## config.mk

```make
export PLATFORM = sky130hd
export DESIGN_NAME = cubehash_msg_feeder
export DESIGN_NICKNAME = d
export VERILOG_FILES = /design/src/rtl/cubehash_msg_feeder.sv
export SDC_FILE = /design/constraint.sdc
export NUM_CORES = 1
export LEC_CHECK = 0
export BUFFER_PORTS_ARGS = -buffer_cell sky130_fd_sc_hd__buf_2
export CORE_ASPECT_RATIO = 1.75
export CORE_MARGIN = 3
export CORE_UTILIZATION = 50
export CTS_BUF_LIST = sky130_fd_sc_hd__clkbuf_8
export DETAILED_ROUTE_END_ITERATION = 8
export GPL_ROUTABILITY_DRIVEN = 1
export PLACE_DENSITY = 0.66
export SLEW_MARGIN = 0
export SYNTH_ARGS = -nofsm -noshare
export SYNTH_HDL_FRONTEND = slang
export SYNTH_SLANG_ARGS = --single-unit
```

## constraint.sdc

```tcl
create_clock -name clk -period 4.3 [get_ports clk]
set_clock_uncertainty 0.2 [all_clocks]
set_input_delay 0.645 -clock clk [delete_from_list [all_inputs] [get_ports clk]]
set_output_delay 0.645 -clock clk [all_outputs]
set_load 0.02 [all_outputs]
```

## src/rtl/cubehash_msg_feeder.sv

```systemverilog
`default_nettype none
// ============================================================================
// Module   : cubehash_msg_feeder
// Brief    : Byte-stream front end for a CubeHash core. Buffers 32-byte
//            blocks, applies 0x80/zero padding and streams each block as
//            sixteen 16-bit words, waiting for the core ack between blocks.
// Revision : 1.0 - initial release
// ============================================================================
module cubehash_msg_feeder #(
  parameter int WAIT_LIMIT = 4095
) (
  input  logic        clk,
  input  logic        rst,
  input  logic        start,
  input  logic [7:0]  s_data,
  input  logic        s_valid,
  input  logic        s_last,
  output logic        s_ready,
  output logic        hc_init,
  output logic        hc_load,
  output logic [15:0] hc_idata,
  input  logic        hc_ack,
  output logic        busy,
  output logic        msg_done,
  output logic        err
);

  localparam int WCW = $clog2(WAIT_LIMIT + 1);

  typedef enum logic [2:0] {
    ST_IDLE     = 3'd0,
    ST_INIT     = 3'd1,
    ST_FILL     = 3'd2,
    ST_PAD      = 3'd3,
    ST_SEND     = 3'd4,
    ST_WAIT_ACK = 3'd5
  } state_t;

  state_t          state_q, state_d;
  logic [5:0]      byte_cnt_q, byte_cnt_d;
  logic [3:0]      word_cnt_q, word_cnt_d;
  logic [WCW-1:0]  wait_cnt_q, wait_cnt_d;
  logic            final_q, final_d;
  logic            pad_pending_q, pad_pending_d;
  logic [7:0]      blk_q [32];
  logic [7:0]      blk_d [32];
  logic            err_q, err_d;
  logic            s_ready_q, s_ready_d;
  logic            hc_init_q, hc_init_d;
  logic            hc_load_q, hc_load_d;
  logic [15:0]     hc_idata_q, hc_idata_d;
  logic            busy_q, busy_d;
  logic            msg_done_q, msg_done_d;

  // Next-state, buffer update and next registered-output computation
  always_comb begin
    state_d       = state_q;
    byte_cnt_d    = byte_cnt_q;
    word_cnt_d    = word_cnt_q;
    wait_cnt_d    = wait_cnt_q;
    final_d       = final_q;
    pad_pending_d = pad_pending_q;
    blk_d         = blk_q;
    err_d         = err_q;
    msg_done_d    = 1'b0;

    case (state_q)
      ST_IDLE: begin
        if (start) state_d = ST_INIT;
      end
      ST_INIT: begin
        byte_cnt_d    = 6'd0;
        final_d       = 1'b0;
        pad_pending_d = 1'b0;
        state_d       = ST_FILL;
      end
      ST_FILL: begin
        if (s_valid) begin
          blk_d[byte_cnt_q[4:0]] = s_data;
          byte_cnt_d             = byte_cnt_q + 6'd1;
          if (byte_cnt_q == 6'd31) begin
            // Block full; a final byte here still owes a pure padding block
            final_d       = 1'b0;
            pad_pending_d = s_last;
            word_cnt_d    = 4'd0;
            state_d       = ST_SEND;
          end else if (s_last) begin
            state_d = ST_PAD;
          end
        end
      end
      ST_PAD: begin
        for (int i = 0; i < 32; i++) begin
          if (6'(i) == byte_cnt_q)     blk_d[i] = 8'h80;
          else if (6'(i) > byte_cnt_q) blk_d[i] = 8'h00;
        end
        final_d    = 1'b1;
        word_cnt_d = 4'd0;
        state_d    = ST_SEND;
      end
      ST_SEND: begin
        if (word_cnt_q == 4'd15) begin
          wait_cnt_d = '0;
          state_d    = ST_WAIT_ACK;
        end else begin
          word_cnt_d = word_cnt_q + 4'd1;
        end
      end
      ST_WAIT_ACK: begin
        if (hc_ack) begin
          if (final_q) begin
            msg_done_d = 1'b1;
            state_d    = ST_IDLE;
          end else if (pad_pending_q) begin
            pad_pending_d = 1'b0;
            for (int i = 0; i < 32; i++) blk_d[i] = 8'h00;
            byte_cnt_d = 6'd0;
            state_d    = ST_PAD;
          end else begin
            byte_cnt_d = 6'd0;
            state_d    = ST_FILL;
          end
        end else if (wait_cnt_q >= WCW'(WAIT_LIMIT - 1)) begin
          // Counter is about to reach the limit: give up on this message
          err_d   = 1'b1;
          state_d = ST_IDLE;
        end else if (wait_cnt_q != '1) begin
          wait_cnt_d = wait_cnt_q + 1'b1;
        end
      end
      default: state_d = ST_IDLE;
    endcase

    // Outputs are decoded from the next state so they register in step with it
    s_ready_d  = (state_d == ST_FILL);
    hc_init_d  = (state_d == ST_INIT);
    hc_load_d  = (state_d == ST_SEND);
    busy_d     = (state_d != ST_IDLE);
    hc_idata_d = 16'h0000;
    if (state_d == ST_SEND)
      hc_idata_d = {blk_d[{word_cnt_d, 1'b0}], blk_d[{word_cnt_d, 1'b1}]};
  end

  // State, counters, buffer and registered outputs
  always_ff @(posedge clk) begin
    if (rst) begin
      state_q       <= ST_IDLE;
      byte_cnt_q    <= 6'd0;
      word_cnt_q    <= 4'd0;
      wait_cnt_q    <= '0;
      final_q       <= 1'b0;
      pad_pending_q <= 1'b0;
      blk_q         <= '{default: 8'h00};
      err_q         <= 1'b0;
      s_ready_q     <= 1'b0;
      hc_init_q     <= 1'b0;
      hc_load_q     <= 1'b0;
      hc_idata_q    <= 16'h0000;
      busy_q        <= 1'b0;
      msg_done_q    <= 1'b0;
    end else begin
      state_q       <= state_d;
      byte_cnt_q    <= byte_cnt_d;
      word_cnt_q    <= word_cnt_d;
      wait_cnt_q    <= wait_cnt_d;
      final_q       <= final_d;
      pad_pending_q <= pad_pending_d;
      blk_q         <= blk_d;
      err_q         <= err_d;
      s_ready_q     <= s_ready_d;
      hc_init_q     <= hc_init_d;
      hc_load_q     <= hc_load_d;
      hc_idata_q    <= hc_idata_d;
      busy_q        <= busy_d;
      msg_done_q    <= msg_done_d;
    end
  end

  assign s_ready  = s_ready_q;
  assign hc_init  = hc_init_q;
  assign hc_load  = hc_load_q;
  assign hc_idata = hc_idata_q;
  assign busy     = busy_q;
  assign msg_done = msg_done_q;
  assign err      = err_q;

endmodule
`default_nettype wire
```

==> metrics.md <==
| Metric | Value |
|---|---|
| Flops & latches, synth | just over 300 |
| Top delay family on crit path | compound AO/OA/AOI/OAI gates |
| Top cell type's share of synthesized area | between 40% and 50% |
| Synth warn | 0 |
| First-pass GRT wire length | 76800 µm |
| Nets@finish | 1745 |
| Max-slew violations | 0 |
| Number of flops mapped to enable cells by yosys | 0 |
| R2R Setup Slk | 450 ps |
| Clock latency at the later pin of the worst-skew pair | approximately 600 ps |
| Fill cells | 2752 |
| Worst reg2reg path endpoint | hc_idata[0]$_SDFF_PP0_ |
| Leak | between 5 and 6 nW |
| Initial antenna violation count | 1 |
| Critical path class | reg2reg |
| Depth of the worst register-to-register path | 10 |
| Hold crit path type | in2reg |
| Sequential-to-total area share from yosys stat | 42.4% |
| Mapped Cells | ~1700 |
| Max incr delay on CP | roughly 660 ps |
| WL per Instance | roughly 23 µm |
| DR vias/cell | roughly 6.5 |
| Min Tclk post-route | 3850 ps |
| Port Buffers | 35 |
| CTS tree | built |
| CP Data Arrival Time | 4100 ps |
| Area Growth Syn to Fin | 10.9% |
| Total CTS buffers | 46 |
| CP Launch Type | flip-flop |
| Vias post-DR | 13880 |
| IO Pins | 36 |
| Post-synth top cells | 359 x nor2_1, 305 x dfxtp_1, 228 x a22oi_1, 97 x nand2_1, 66 x clkbuf_1 |
| Post-CTS setup repair buffer count | 0 |
| ANT nets after route | 0 |
| Die Area | 0.0309 mm² |
| Top fanout value on the critical path | 13 |
| Maximum VDD drop | roughly 380 µV |
| Hold-fix buffers, CTS | 0 |
| Initial DRC count | approximately 1600 |
| Pin count of the biggest net entering global routing | 115 |
| PD cells | between 300 and 400 mW/mm² |
| Grt total ovfl | 0 |
| FFs w/ async S/R, synth | 0% |
| Most frequent cell after synthesis | nor2_1 |
| Vias in the first global route | 13389 |
| Worst-path clk slew | 60 ps |
| Die X-Extent | about 130 µm |
| Post-synth top flop | dfxtp_1 |
| Post-route clock period utilization | 89.5% |
| CP most frequent cell | a22oi_1 |
| Die height | 230 µm |
| GRT Util Overall | a little under a third |
| Clk root buf | clkbuf_8 |
| Max Fclk | 260 MHz |
| Req. time, crit path | roughly 4600 ps |
| Count of cell types in the netlist | between 70 and 80 |
| Max-cap violations | 0 |
| Routability cong. | between 0.9 and 1 |
| Synth top area cells | dfxtp_1 42%, a22oi_1 12%, nor2_1 9.4% |
| H-tree levels | 2 |
| Cell Area, Synth | 0.0144 mm² |
| Post-Layout Cell Count | around 2100 |
| Placed cell count | 2048 |
| Hold Vio Cnt, Final | 0 |
| Sequential cell area | roughly 0.0061 mm² |
| CP cell instances | buf_4 > ha_1 > nand3_1 > o311ai_0 > nand2_1 > a22oi_1 > mux2i_1 > mux2_2 > a22oi_1 > o221ai_1 |
| Setup-failing EPs final | 0 |
| Router iterations before antenna repair | 6 |
| Net Count, Synth | about 1700 |
| Average cell area after synthesis | 8.46 µm² |
| RSZ-0062 raised after global routing | no |
| Starting density of the core | 51.1% |
| Area of the core | roughly 0.028 mm² |
| Reg2reg start | byte_cnt_q[1]$_SDFFE_PP0P_ |
| Outcome | completed |
| Relative slew slack | roughly a fifth |
| CTS resizes | 0 |
| CTS Buffer Depth | 3 |
| Worst setup EP type | flip-flop |
| WP buf/inv | 1 |
| Power Total | approximately 5.8 mW |
| CP Depth | 10 |
| Share of layout cells above drive strength 1 | between 10% and 20% |
| Slowest CP cell | o311ai_0 |
| DRC | 0 |
| Detailed Place HPWL | approximately 34000 µm |
| Setup TNS Final | 0 ps |
| Least-Margin Pin Slew | 1220 ps |
| Critical Path Source | byte_cnt_q[1]$_SDFFE_PP0P_ |
| Post-synth top area cell | dfxtp_1 |
| CTS sink count | 305 |
| Multi-input logic area | about 0.0076 mm² |
| Critical Path Sink | hc_idata[0]$_SDFF_PP0_ |
| Rows | 81 |
| Post-Route WL | 49900 µm |
## tightest hold or removal path, delay by kind of cell
kind          cells  cell delay [ps]
simple gates      2              110
buf+inv           1              150
## logic make-up (layout without fill, tap and decap cells)
logic type / Yosys count / count (layout) / share of synthesized area (%)
flops: 305 / 305 / 42.4
other cells: 0 / 1 / 0
buf+inv: 153 / 200 / 4.94
xor+xnor: 11 / 11 / 0.670
compound gates: 514 / 514 / 26.0
mux: 65 / 65 / 5.14
fa+ha+maj: 8 / 8 / 0.696
simple gates: 645 / 645 / 20.1
## sequential cells by signal (all words and copies together) (netlist names), 3 cells and up
name	flops
blk_q	256
hc_idata	16
wait_cnt_q	12
byte_cnt_q	6
word_cnt_q	4
state_q	3
## final cells by class
type                    count  area share (%)
inverters                  11           0.259
multi-input cells        1243            47.8
clock inverters            19           0.713
repair buffers            116            5.35
diodes                      1          0.0157
flip-flops and latches    305            38.2
clock buffers              54            4.66
well taps                 373            2.92
## metrics by stage
step	hold slack (ps)	cell area [µm²]	utilization [%]	worst slack, ps
4_1_cts	158	16000	56.7	550
5_1_grt	173	16000	56.7	338
3_5_place_dp	256	15100	53.6	510
6_report	169	16000	56.7	450
2_1_floorplan	226	14400	-	1280
3_3_place_gp	248	15100	53.6	489
## worst min path at each step
stage	startpoint	endpoint	slack, ps	cells after the start
floorplan	final_q$_SDFFE_PP0P_	msg_done$_SDFF_PP0_	230	2
global placement	err$_SDFFE_PP0P_	err$_SDFFE_PP0P_	250	2
detailed placement	err$_SDFFE_PP0P_	err$_SDFFE_PP0P_	260	2
CTS	hc_ack	msg_done$_SDFF_PP0_	160	3
global route	hc_ack	msg_done$_SDFF_PP0_	170	3
finish	hc_ack	msg_done$_SDFF_PP0_	170	3
## routing by layer
metal | vias to the layer above | track usage (%) | share of wire [%]
met1 | 6656 | 39.3 | 39
met3 | 205 | 5.41 | 8.1
li1 | 6296 | - | -
met2 | 723 | 50.5 | 47
met4 | 0 | 18.9 | 6.6
met5 | - | 0 | 0
## power by group
group / total, mW / internal [mW] / switching, mW
combinational: 0.610 / 0.154 / 0.456
sequential: 2.85 / 2.84 / 0.0110
clock: 2.33 / 1.19 / 1.14
## cells in the final DEF (no fill, tap or decap), drive strengths merged, types with 6 or more instances in the layout
master  netlist  final
mux4          6      6
nand3b        9      9
and2         25     25
clkbuf       66     55
nor2        367    367
a31oi         8      8
nand4        10     10
o221ai       29     29
mux2i        48     48
a21o          6      6
o211ai       18     18
a22oi       228    228
nor2b         7      7
a222oi        8      8
ha            8      8
a221oi        9      9
nand3        37     37
nor3         25     25
nand2        97     97
dfxtp       305    305
a21boi       10     10
o21a          6      6
or3           8      8
xor2          9      9
o21ai        50     50
inv          11     24
a211oi       26     26
nand2b       12     12
buf          76    115
a21oi        57     57
and3         22     22
mux2         11     11
a211o        13     13
No activity file was read; power rests on OpenSTA's default activity.
